[config.mk]
export PLATFORM = sky130hd
export DESIGN_NAME = vfp_config_axi_master
export DESIGN_NICKNAME = d
export VERILOG_FILES = /design/src/rtl/vfp_config_axi_master.sv
export SDC_FILE = /design/constraint.sdc
export NUM_CORES = 1
export LEC_CHECK = 0
export CORE_MARGIN = 2
export CORE_UTILIZATION = 39
export CTS_CLUSTER_DIAMETER = 150
export DETAILED_ROUTE_END_ITERATION = 7
export PLACE_DENSITY = 0.9
export SKIP_CTS_REPAIR_TIMING = 1
export SYNTH_ARGS = -nofsm -noshare
export SYNTH_HDL_FRONTEND = slang
export SYNTH_SLANG_ARGS = --single-unit
export TNS_END_PERCENT = 20
[constraint.sdc]
create_clock -name clk -period 2.2 [get_ports clk]
set_clock_uncertainty 0.1 [all_clocks]
set_input_delay 0.55 -clock clk [delete_from_list [all_inputs] [get_ports clk]]
set_output_delay 0.55 -clock clk [all_outputs]
set_load 0.01 [all_outputs]
[src/rtl/vfp_config_axi_master.sv]
// AXI4-Lite initiator: single write/read commands in, one response per command out.
// Optional busy-cycle abort enabled by defining VFP_CFG_TIMEOUT_EN.
module vfp_config_axi_master #(
  parameter int unsigned C_vfpConfig_DATA_WIDTH = 32,
  parameter int unsigned C_vfpConfig_ADDR_WIDTH = 8,
  parameter int unsigned TIMEOUT_CYCLES         = 1024
) (
  input  logic                                  clk,
  input  logic                                  reset,
  input  logic                                  cmd_valid,
  output logic                                  cmd_ready,
  input  logic                                  cmd_write,
  input  logic [C_vfpConfig_ADDR_WIDTH-1:0]     cmd_addr,
  input  logic [C_vfpConfig_DATA_WIDTH-1:0]     cmd_wdata,
  input  logic [C_vfpConfig_DATA_WIDTH/8-1:0]   cmd_wstrb,
  output logic                                  rsp_valid,
  output logic [C_vfpConfig_DATA_WIDTH-1:0]     rsp_rdata,
  output logic [1:0]                            rsp_resp,
  output logic                                  rsp_timeout,
  output logic [C_vfpConfig_ADDR_WIDTH-1:0]     vfpconfig_awaddr,
  output logic [2:0]                            vfpconfig_awprot,
  output logic                                  vfpconfig_awvalid,
  input  logic                                  vfpconfig_awready,
  output logic [C_vfpConfig_DATA_WIDTH-1:0]     vfpconfig_wdata,
  output logic [C_vfpConfig_DATA_WIDTH/8-1:0]   vfpconfig_wstrb,
  output logic                                  vfpconfig_wvalid,
  input  logic                                  vfpconfig_wready,
  input  logic [1:0]                            vfpconfig_bresp,
  input  logic                                  vfpconfig_bvalid,
  output logic                                  vfpconfig_bready,
  output logic [C_vfpConfig_ADDR_WIDTH-1:0]     vfpconfig_araddr,
  output logic [2:0]                            vfpconfig_arprot,
  output logic                                  vfpconfig_arvalid,
  input  logic                                  vfpconfig_arready,
  input  logic [C_vfpConfig_DATA_WIDTH-1:0]     vfpconfig_rdata,
  input  logic [1:0]                            vfpconfig_rresp,
  input  logic                                  vfpconfig_rvalid,
  output logic                                  vfpconfig_rready
);

  localparam int unsigned DW = C_vfpConfig_DATA_WIDTH;
  localparam int unsigned AW = C_vfpConfig_ADDR_WIDTH;
  localparam int unsigned SW = C_vfpConfig_DATA_WIDTH / 8;

  typedef enum logic [2:0] {StIdle, StWrReq, StWrResp, StRdReq, StRdResp} state_e;

  state_e          state_q, state_d;
  logic [AW-1:0]   awaddr_q, awaddr_d, araddr_q, araddr_d;
  logic [DW-1:0]   wdata_q, wdata_d, rsp_rdata_q, rsp_rdata_d;
  logic [SW-1:0]   wstrb_q, wstrb_d;
  logic            awvalid_q, awvalid_d, wvalid_q, wvalid_d, bready_q, bready_d;
  logic            arvalid_q, arvalid_d, rready_q, rready_d;
  logic            rsp_valid_q, rsp_valid_d, rsp_timeout_q, rsp_timeout_d;
  logic [1:0]      rsp_resp_q, rsp_resp_d;
  logic            accept, expired, waiting, aw_pend, w_pend;

  assign cmd_ready = (state_q == StIdle) && !reset;
  assign accept    = cmd_valid && cmd_ready;
  assign aw_pend   = awvalid_q && !vfpconfig_awready;
  assign w_pend    = wvalid_q && !vfpconfig_wready;

`ifdef VFP_CFG_TIMEOUT_EN
  localparam int unsigned CntW = $clog2(TIMEOUT_CYCLES + 1);
  logic [CntW-1:0] cnt_q;

  // Fires on the edge that closes the TIMEOUT_CYCLES-th busy cycle.
  assign expired = (state_q != StIdle) && (cnt_q >= CntW'(TIMEOUT_CYCLES - 1));

  always_ff @(posedge clk) begin
    if (reset || accept) begin
      cnt_q <= '0;
    end else if (state_q != StIdle && cnt_q < CntW'(TIMEOUT_CYCLES)) begin
      cnt_q <= cnt_q + CntW'(1);
    end
  end
`else
  logic unused_timeout_cycles;
  assign expired               = 1'b0;
  assign unused_timeout_cycles = (TIMEOUT_CYCLES == 0);
`endif

  always_comb begin
    state_d       = state_q;
    awaddr_d      = awaddr_q;
    wdata_d       = wdata_q;
    wstrb_d       = wstrb_q;
    araddr_d      = araddr_q;
    awvalid_d     = awvalid_q;
    wvalid_d      = wvalid_q;
    bready_d      = bready_q;
    arvalid_d     = arvalid_q;
    rready_d      = rready_q;
    rsp_valid_d   = 1'b0;
    rsp_timeout_d = 1'b0;
    rsp_rdata_d   = rsp_rdata_q;
    rsp_resp_d    = rsp_resp_q;
    waiting       = 1'b0;

    unique case (state_q)
      StIdle: begin
        if (accept && cmd_write) begin
          awaddr_d  = cmd_addr;
          wdata_d   = cmd_wdata;
          wstrb_d   = cmd_wstrb;
          awvalid_d = 1'b1;
          wvalid_d  = 1'b1;
          state_d   = StWrReq;
        end else if (accept) begin
          araddr_d  = cmd_addr;
          arvalid_d = 1'b1;
          state_d   = StRdReq;
        end
      end
      StWrReq: begin
        // AW and W retire independently; move on once neither is pending.
        awvalid_d = aw_pend;
        wvalid_d  = w_pend;
        if (!aw_pend && !w_pend) begin
          bready_d = 1'b1;
          state_d  = StWrResp;
        end else begin
          waiting = 1'b1;
        end
      end
      StWrResp: begin
        if (vfpconfig_bvalid) begin
          bready_d    = 1'b0;
          rsp_valid_d = 1'b1;
          rsp_rdata_d = '0;
          rsp_resp_d  = vfpconfig_bresp;
          state_d     = StIdle;
        end else begin
          waiting = 1'b1;
        end
      end
      StRdReq: begin
        if (vfpconfig_arready) begin
          arvalid_d = 1'b0;
          rready_d  = 1'b1;
          state_d   = StRdResp;
        end else begin
          waiting = 1'b1;
        end
      end
      StRdResp: begin
        if (vfpconfig_rvalid) begin
          rready_d    = 1'b0;
          rsp_valid_d = 1'b1;
          rsp_rdata_d = vfpconfig_rdata;
          rsp_resp_d  = vfpconfig_rresp;
          state_d     = StIdle;
        end else begin
          waiting = 1'b1;
        end
      end
      default: state_d = StIdle;
    endcase

    // A handshake completing on the expiry edge takes priority over the abort.
    if (expired && waiting) begin
      awvalid_d     = 1'b0;
      wvalid_d      = 1'b0;
      bready_d      = 1'b0;
      arvalid_d     = 1'b0;
      rready_d      = 1'b0;
      rsp_valid_d   = 1'b1;
      rsp_timeout_d = 1'b1;
      rsp_resp_d    = 2'b10;
      rsp_rdata_d   = '0;
      state_d       = StIdle;
    end
  end

  always_ff @(posedge clk) begin
    if (reset) begin
      state_q       <= StIdle;
      awaddr_q      <= '0;
      wdata_q       <= '0;
      wstrb_q       <= '0;
      araddr_q      <= '0;
      awvalid_q     <= 1'b0;
      wvalid_q      <= 1'b0;
      bready_q      <= 1'b0;
      arvalid_q     <= 1'b0;
      rready_q      <= 1'b0;
      rsp_valid_q   <= 1'b0;
      rsp_timeout_q <= 1'b0;
      rsp_rdata_q   <= '0;
      rsp_resp_q    <= '0;
    end else begin
      state_q       <= state_d;
      awaddr_q      <= awaddr_d;
      wdata_q       <= wdata_d;
      wstrb_q       <= wstrb_d;
      araddr_q      <= araddr_d;
      awvalid_q     <= awvalid_d;
      wvalid_q      <= wvalid_d;
      bready_q      <= bready_d;
      arvalid_q     <= arvalid_d;
      rready_q      <= rready_d;
      rsp_valid_q   <= rsp_valid_d;
      rsp_timeout_q <= rsp_timeout_d;
      rsp_rdata_q   <= rsp_rdata_d;
      rsp_resp_q    <= rsp_resp_d;
    end
  end

  assign rsp_valid         = rsp_valid_q;
  assign rsp_rdata         = rsp_rdata_q;
  assign rsp_resp          = rsp_resp_q;
  assign rsp_timeout       = rsp_timeout_q;
  assign vfpconfig_awaddr  = awaddr_q;
  assign vfpconfig_awprot  = 3'b000;
  assign vfpconfig_awvalid = awvalid_q;
  assign vfpconfig_wdata   = wdata_q;
  assign vfpconfig_wstrb   = wstrb_q;
  assign vfpconfig_wvalid  = wvalid_q;
  assign vfpconfig_bready  = bready_q;
  assign vfpconfig_araddr  = araddr_q;
  assign vfpconfig_arprot  = 3'b000;
  assign vfpconfig_arvalid = arvalid_q;
  assign vfpconfig_rready  = rready_q;

endmodule

# Word level (Yosys, flattened, before mapping)
# Cells that the tools add are included.
op_classes:
  mux: 29
  bitwise_logic: 1
  n_eq_ne: 12
  reduce_logical: 25
ops:
  columns: ["op", "n"]
  rows:
  - ["$mux W32", 2]
  - ["$pmux W32 S2", 1]
  - ["$mux W3", 6]
  - ["$pmux W3 S5", 1]
  - ["$ne A2 B2 Y1 const B", 6]
  - ["$pmux W1 S2", 6]
  - ["$reduce_and A3 Y1", 4]
  - ["$mux W1", 10]
  - ["$reduce_bool A2 Y1", 5]
  - ["$eq A3 B2 Y1 const B", 2]
  - ["$logic_and A1 B1 Y1", 6]
  - ["$logic_not A1 Y1", 5]
  - ["$reduce_and A5 Y1", 1]
  - ["$mux W2", 2]
  - ["$pmux W2 S2", 1]
  - ["$reduce_and A2 Y1", 2]
  - ["$reduce_and A4 Y1", 1]
  - ["$eq A3 B1 Y1 const B", 1]
  - ["$eq A3 B3 Y1 const B", 1]
  - ["$logic_not A3 Y1", 1]
  - ["$ne A3 B2 Y1 const B", 1]
  - ["$ne A2 B1 Y1 const B", 1]
  - ["$not A1 Y1", 1]
totals:
  in_bits: 89
  elab_cells: 80
  out_inout_bits: 100
  reg_bits: 95

# Depth between registers and ports, before layout
# Gate-level depths: netlist (run 1).
logic_depth:
  word_depth: 6
  ltp_mapped: 7
  ltp_nobuf: 4

# Worst setup path before layout (run 1)
# OpenSTA, ideal clock, no wires.
synth_path:
  path_type: "input to register"
  from: "input reset"
  to: "register awaddr_q[2], in the netlist vfpconfig_awaddr[2]"
  n_path_buf: 1
  t_arrival_ns: 1.402
  stages: 5
  required_time_ns: 1.968
  slack_ns: 0.566
  setup_ns: 0.132
  path_cell_list: "nor4_4 -> nand3_2 -> clkbuf_1 -> nand2_1 -> a21oi_1"
synth_between:
  elab_chain_len: 5
synth_lines:
  columns: ["element", "line", "rtl"]
  rows:
  - ["start: declaration", "9", "input logic reset,"]
  - ["$logic_not A1 Y1", "57", "assign cmd_ready = (state_q == StIdle) && !reset;"]
  - ["$logic_and A1 B1 Y1", "57", null]
  - ["$logic_and A1 B1 Y1", "58", "assign accept = cmd_valid && cmd_ready;"]
  - ["$logic_and A1 B1 Y1", "101", "if (accept && cmd_write) begin"]
  - ["$reduce_and A2 Y1 (no line)", null, null]
  - ["end signal: assignment", "192", "awaddr_q <= awaddr_d;"]
  - ["end: declaration", "48", "logic [AW-1:0] awaddr_q, awaddr_d, araddr_q, araddr_d;"]
# Several ways; a longest one is shown, not always the timed one.
# A chain may end at the register's enable or synchronous reset.

# Worst setup path after layout (run 1)
layout_path:
  from: "register bready_q, in the netlist vfpconfig_bready"
  to: "output vfpconfig_bready"
layout_rtl:
  columns: ["element", "line", "rtl"]
  rows:
  - ["start: declaration", "51", "logic awvalid_q, awvalid_d, wvalid_q, wvalid_d, bready_q, bready_d;"]
  - ["start signal: assignment", "198", "bready_q <= bready_d;"]
  - ["end: declaration", "30", "output logic vfpconfig_bready,"]
# No word-level cell between the ends.

==> flow_metrics.env, run 1 <==
export IMPL_syn_area_per_cell_um2=8.78
export IMPL_die_area_um2=9660
export IMPL_dr_wl_met3_um=1160
export IMPL_cts_buffers=9
export IMPL_peakVddDrop_mv=0.397
export IMPL_grt_usage_pct=20.1
export IMPL_core_um2=8680
export IMPL_async_reset_ff_share_pct=0
export IMPL_endpoint_kind="output port"
export IMPL_cp_required_ns=1.55
export IMPL_worstPathArrival_ns=1.29
export IMPL_synth_distinct_cells=30
export IMPL_critPathCapture="vfpconfig_bready"
export IMPL_drv_slew=0
export IMPL_reg2reg_from="state_q[0]$_SDFFE_PP0P_"
export IMPL_start_util_pct=40.0
export IMPL_grt_max_degree=94
export IMPL_cp_buffers_inverters=1
export IMPL_p_per_area_nw_per_um2=736
export IMPL_grt_pass1_wl_um=16000
export IMPL_status="complete, no violations"
export IMPL_synth_top_cells_by_count="dfxtp_1 (95), nand2_1 (92), nor2_1 (49), a21oi_1 (48), a22oi_1 (33)"
export IMPL_timing_final_crit_share_pct=88.3
export IMPL_wl_met2_um=4570
export IMPL_start_kind="flip-flop"
export IMPL_cts_clk_slew_worst_paths_ns=0.09
export IMPL_antenna_found_initial=0
export IMPL_cts_tree="yes"
export IMPL_cts_sinks=95
export IMPL_fillers=709
export IMPL_rsz0062_at_grt="false"
export IMPL_syn_area_um2=3470
export IMPL_synth_ff_type="dfxtp_1"
export IMPL_cp_startpoint="vfpconfig_bready$_SDFFE_PP0P_"
export IMPL_synth_most_common_cell="dfxtp_1"
export IMPL_drc=0
export IMPL_yosysWarnings=0
export IMPL_critPathSlowestCell="clkdlybuf4s50_1"
export IMPL_die_h_um=98.3
export IMPL_place_area_um2=5340
export IMPL_die_w_um=98.3
export IMPL_synth_edff_count=0
export IMPL_tightest_slew_ns=0.925
export IMPL_max_stage_delay_ns=0.59
export IMPL_seq_area_frac_synth_pct=54.9
export IMPL_drtIter0Drc=77
export IMPL_diodes=0
export IMPL_ff2ff_setup_slack_ns=0.48
export IMPL_clkLatencyLatePin_ns=0.34
export IMPL_hold_class="reg2reg"
export IMPL_design_area_um2=5580
export IMPL_leakage_nw=2.06
export IMPL_path_class="reg2out"
export IMPL_maxCapViolCount=0
export IMPL_h_tree_depth=3
export IMPL_layout_drive_gt1_share_pct=5.61
export IMPL_vias_per_cell=4.98
export IMPL_synth_cells=395
export IMPL_nets=654
export IMPL_max_slew_margin_pct=38.3
export IMPL_ys_ff_latch=95
export IMPL_cts_root_buffer="clkbuf_8"
export IMPL_ios=189
export IMPL_clock_path_buffers=2
export IMPL_finalCriticalPeriod_ns=1.94
export IMPL_seq_area_um2=1900
export IMPL_m1WireLength_um=4050
export IMPL_vias=3378
export IMPL_fmax_ghz=0.515
export IMPL_dp_hpwl_um=7210
export IMPL_ant_nets=0
export IMPL_cp_cell_sequence="clkdlybuf4s50_1"
export IMPL_tns_ns=0
export IMPL_crit_fanout=3
export IMPL_drtPass1Iterations=4
export IMPL_utilization_pct=64.3
export IMPL_multi_input_area_um2=1350
export IMPL_rr_worst_depth=5
export IMPL_gp_congestion=0.783
export IMPL_rows=34
export IMPL_io_buffer_count=181
export IMPL_wl_per_cell_um=14.6
export IMPL_setup_viol=0
export IMPL_critPathTopFamily="buffers and inverters"
export IMPL_netlist_top_cell_by_area="dfxtp_1"
export IMPL_synth_top_area_share_pct=54.9
export IMPL_highest_layer="met4"
export IMPL_cp_num_cells=1
export IMPL_grt_pass1_vias=3415
export IMPL_hold_viol=0
export IMPL_yosys_top_cells_area="dfxtp_1 (55%), nand2_1 (10%), a22oi_1 (7.1%)"
export IMPL_overflow=0
export IMPL_wl_um=9890
export IMPL_r2r_end="rsp_resp[1]$_SDFFE_PP0P_"
export IMPL_area_growth_pct=61.0
[metrics by stage]
stage                     cells  total power (W)  worst slack [ns]  hold WS, ns
final                       678          0.00411             0.257        0.360
after global routing        678          0.00431             0.200        0.386
after CTS                   678          0.00414           -0.0764        0.361
after detailed placement    662          0.00282            0.0713        0.349
after global placement      662          0.00279             0.133        0.342
after floorplan             401          0.00237             0.566        0.376
[state kept, by name, summed over array words and instances, names as in the netlist]
signal	count
vfpconfig_wdata	32
state_q	3
rsp_valid	1
vfpconfig_rready	1
vfpconfig_wvalid	1
vfpconfig_bready	1
vfpconfig_arvalid	1
rsp_resp	2
vfpconfig_awaddr	8
vfpconfig_awvalid	1
vfpconfig_wstrb	4
vfpconfig_araddr	8
rsp_rdata	32
[layout by cell type (no fill, tap or decap), types with 2 or more instances in the layout]
cell type / count
clkdlybuf4s50_1: 179
dfxtp_1: 94
nand2_1: 92
nor2_1: 49
a21oi_1: 48
a22oi_1: 33
clkbuf_8: 12
mux2i_1: 11
conb_1: 7
buf_4: 6
inv_1: 4
buf_12: 4
nand3b_1: 3
o21ai_0: 3
and3_1: 2
nand2b_1: 2
mux2_2: 2
bufinv_16: 2
[cell type report]
class	count	share of cell area, %
clock buffer	12	2.96
clock inverter	4	1.37
inverter	4	0.269
multi-input combinational	264	24.2
sequential	95	34.1
tap	108	2.42
timing repair buffer	191	34.6
[routing by layer]
metal,global-route usage [%],up-vias
met5,0,-
met4,5.27,0
met3,9.59,11
met2,34.7,167
met1,22.3,1560
li1,-,1640
[report_power, final]
group | internal, W | switching (W)
sequential | 0.00182 | 0.0000817
combinational | 0.000470 | 0.000408
clock | 0.000736 | 0.000589
[logic make-up (layout without fill, tap and decap cells)]
family	Yosys count	after routing	synth area share [%]
buf+inv	42	211	6.75
compound gates	91	91	16.2
mux	13	13	3.83
flops	95	95	54.9
simple gates	153	153	18.2
other cells	1	7	0.108
[how the worst min path moves through the flow]
stage / startpoint / end / slack (ns) / depth (start not counted)
global route: vfpconfig_wdata[22]$_SDFFE_PP0P_ / vfpconfig_wdata[22]$_SDFFE_PP0P_ / 0.39 / 2
detailed placement: vfpconfig_wstrb[1]$_SDFFE_PP0P_ / vfpconfig_wstrb[1]$_SDFFE_PP0P_ / 0.35 / 2
finish: vfpconfig_wdata[22]$_SDFFE_PP0P_ / vfpconfig_wdata[22]$_SDFFE_PP0P_ / 0.36 / 2
floorplan: vfpconfig_arvalid$_SDFFE_PP0P_ / vfpconfig_arvalid$_SDFFE_PP0P_ / 0.38 / 2
global placement: vfpconfig_wdata[14]$_SDFFE_PP0P_ / vfpconfig_wdata[14]$_SDFFE_PP0P_ / 0.34 / 2
CTS: vfpconfig_wdata[22]$_SDFFE_PP0P_ / vfpconfig_wdata[22]$_SDFFE_PP0P_ / 0.36 / 2
Power figures use the tool's default switching activity.
==> run 2, diff against run 1 <==
==> constraint.sdc (replaced) <==
create_clock -name clk -period 2.2 [get_ports clk]
set_clock_uncertainty 0.1 [all_clocks]
set_input_delay 0.33 -clock clk [delete_from_list [all_inputs] [get_ports clk]]
set_output_delay 0.33 -clock clk [all_outputs]
set_load 0.01 [all_outputs]
==> run 2 against run 1 <==
Sequential power hardly changed. Combinational power is 5.8% lower. Final area is 1.6% lower. Sequential share of layout area is 0.54 points higher. Clock-buffer cell count is 2 lower. Critical path depth is 1 higher. Cell count is 0.29% lower. Highest routed layer unchanged.
==> flow_metrics.env, run 2 (same netlist as run 1, synthesis figures left out) <==
export IMPL_critPathSlowestCell="clkdlybuf4s50_1"
export IMPL_cts_sinks=95
export IMPL_grt_pass1_vias=3244
export IMPL_drtIter0Drc=88
export IMPL_max_slew_margin_pct=66.2
export IMPL_peakVddDrop_mv=0.508
export IMPL_hold_class="reg2reg"
export IMPL_finalCriticalPeriod_ns=2.09
export IMPL_gp_congestion=0.770
export IMPL_grt_pass1_wl_um=15500
export IMPL_clkLatencyLatePin_ns=0.35
export IMPL_fillers=688
export IMPL_area_growth_pct=58.4
export IMPL_reg2reg_from="state_q[2]$_SDFFE_PP0P_"
export IMPL_cts_tree="yes"
export IMPL_r2r_end="vfpconfig_wdata[31]$_SDFFE_PP0P_"
export IMPL_pre_cts_ws_ns=0.283
export IMPL_layout_common_cells="clkdlybuf4s50_1 (180), dfxtp_1 (95), nand2_1 (92)"
export IMPL_die_w_um=98.3
export IMPL_vias=3361
export IMPL_start_util_pct=40.0
export IMPL_wl_per_cell_um=14.5
export IMPL_cts_root_buffer="clkbuf_8"
export IMPL_cts_buffers=9
export IMPL_vias_per_cell=4.97
export IMPL_dpl_cell_count=659
export IMPL_grt_max_degree=51
export IMPL_h_tree_depth=3
export IMPL_endpoint_kind="output port"
export IMPL_layout_drive_gt1_share_pct=5.11
export IMPL_hold_viol=0
export IMPL_mostFrequentLayoutCell="clkdlybuf4s50_1"
export IMPL_worstPathArrival_ns=1.66
export IMPL_start_kind="flip-flop"
export IMPL_setup_ws_ns=0.113
export IMPL_drc=0
export IMPL_maxCapViolCount=0
export IMPL_dp_hpwl_um=7120
export IMPL_ff2ff_setup_slack_ns=0.44
export IMPL_fmax_ghz=0.479
export IMPL_min_path_cells=2
export IMPL_holdPathEnd="vfpconfig_awaddr[6]$_SDFFE_PP0P_"
export IMPL_setup_viol=0
export IMPL_diodes=0
export IMPL_max_stage_delay_ns=0.58
export IMPL_p_per_area_nw_per_um2=710
export IMPL_multi_input_area_um2=1350
export IMPL_status="complete, no violations"
export IMPL_cp_cell_sequence="nor4_4 > clkdlybuf4s50_1"
export IMPL_rows=34
export IMPL_worstHoldStart="vfpconfig_awaddr[6]$_SDFFE_PP0P_"
export IMPL_tightest_slew_ns=0.508
export IMPL_fin_cells=676
export IMPL_crit_fanout=9
export IMPL_rsz0062_at_grt="false"
export IMPL_io_buffer_count=181
export IMPL_antenna_found_initial=0
export IMPL_clock_path_buffers=2
export IMPL_ant_nets=0
export IMPL_rr_worst_depth=6
export IMPL_utilization_pct=63.3
export IMPL_nets=652
export IMPL_grt_usage_pct=19.7
export IMPL_leakage_nw=2.01
export IMPL_drv_slew=0
export IMPL_cts_clk_slew_worst_paths_ns=0.10
export IMPL_ios=189
export IMPL_core_um2=8680
export IMPL_drtPass1Iterations=4
export IMPL_die_area_um2=9660
export IMPL_path_class="reg2out"
export IMPL_wl_um=9780
export IMPL_cp_required_ns=1.77
export IMPL_overflow=0
export IMPL_die_h_um=98.3
export IMPL_tns_ns=0
export IMPL_seq_area_um2=1900
export IMPL_timing_final_crit_share_pct=94.8
## run 2: worst max path at each step
stage / startpoint / end / slack [ns] / cells past startpoint
2_1_floorplan: state_q[2]$_SDFFE_PP0P_ / vfpconfig_awaddr[2]$_SDFFE_PP0P_ / 0.58 / 6
3_3_place_gp: vfpconfig_rvalid / rsp_rdata[25]$_SDFFE_PP0P_ / 0.35 / 6
3_5_place_dp: vfpconfig_rvalid / rsp_rdata[15]$_SDFFE_PP0P_ / 0.28 / 6
4_1_cts: state_q[0]$_SDFFE_PP0P_ / cmd_ready / -0.07 / 2
5_1_grt: state_q[1]$_SDFFE_PP0P_ / cmd_ready / 0.04 / 2
6_report: state_q[2]$_SDFFE_PP0P_ / cmd_ready / 0.11 / 2
## run 2: stage by stage
stage / instance area, um^2 / total power [W] / hold slack, ns
after detailed placement: 5280 / 0.00278 / 0.347
after CTS: 5480 / 0.00394 / 0.282
after floorplan: 3490 / 0.00237 / 0.356
after global routing: 5490 / 0.00410 / 0.381
final: 5490 / 0.00390 / 0.359
after global placement: 5280 / 0.00274 / 0.341
## run 2: metal layers
| layer | up-vias | part of all wire (%) | track usage (%) |
|---|---|---|---|
| li1 | 1640 | - | - |
| met1 | 1552 | 40 | 22.4 |
| met2 | 156 | 48 | 33.5 |
| met3 | 13 | 11 | 8.52 |
| met4 | 0 | 1.4 | 6.32 |
| met5 | - | 0 | 0 |
## run 2: worst max-delay path, delay by kind of cell (launching register included)
kind,cells,cell delay [ns]
buffers and inverters,1,0.58
AND/OR/NAND/NOR,1,0.33
flip-flops,1,0.41
## run 2: cell type report
class	count	share of cell area, %
clock inverter	6	1.25
clock buffer	10	2.51
tap	108	2.46
sequential	95	34.6
timing repair buffer	189	34.2
inverter	4	0.273
multi-input combinational	264	24.7
## run 2: power breakdown
group,switching [W],internal (W)
logic,0.000385,0.000442
clock network,0.000598,0.000563
registers,0.0000936,0.00182
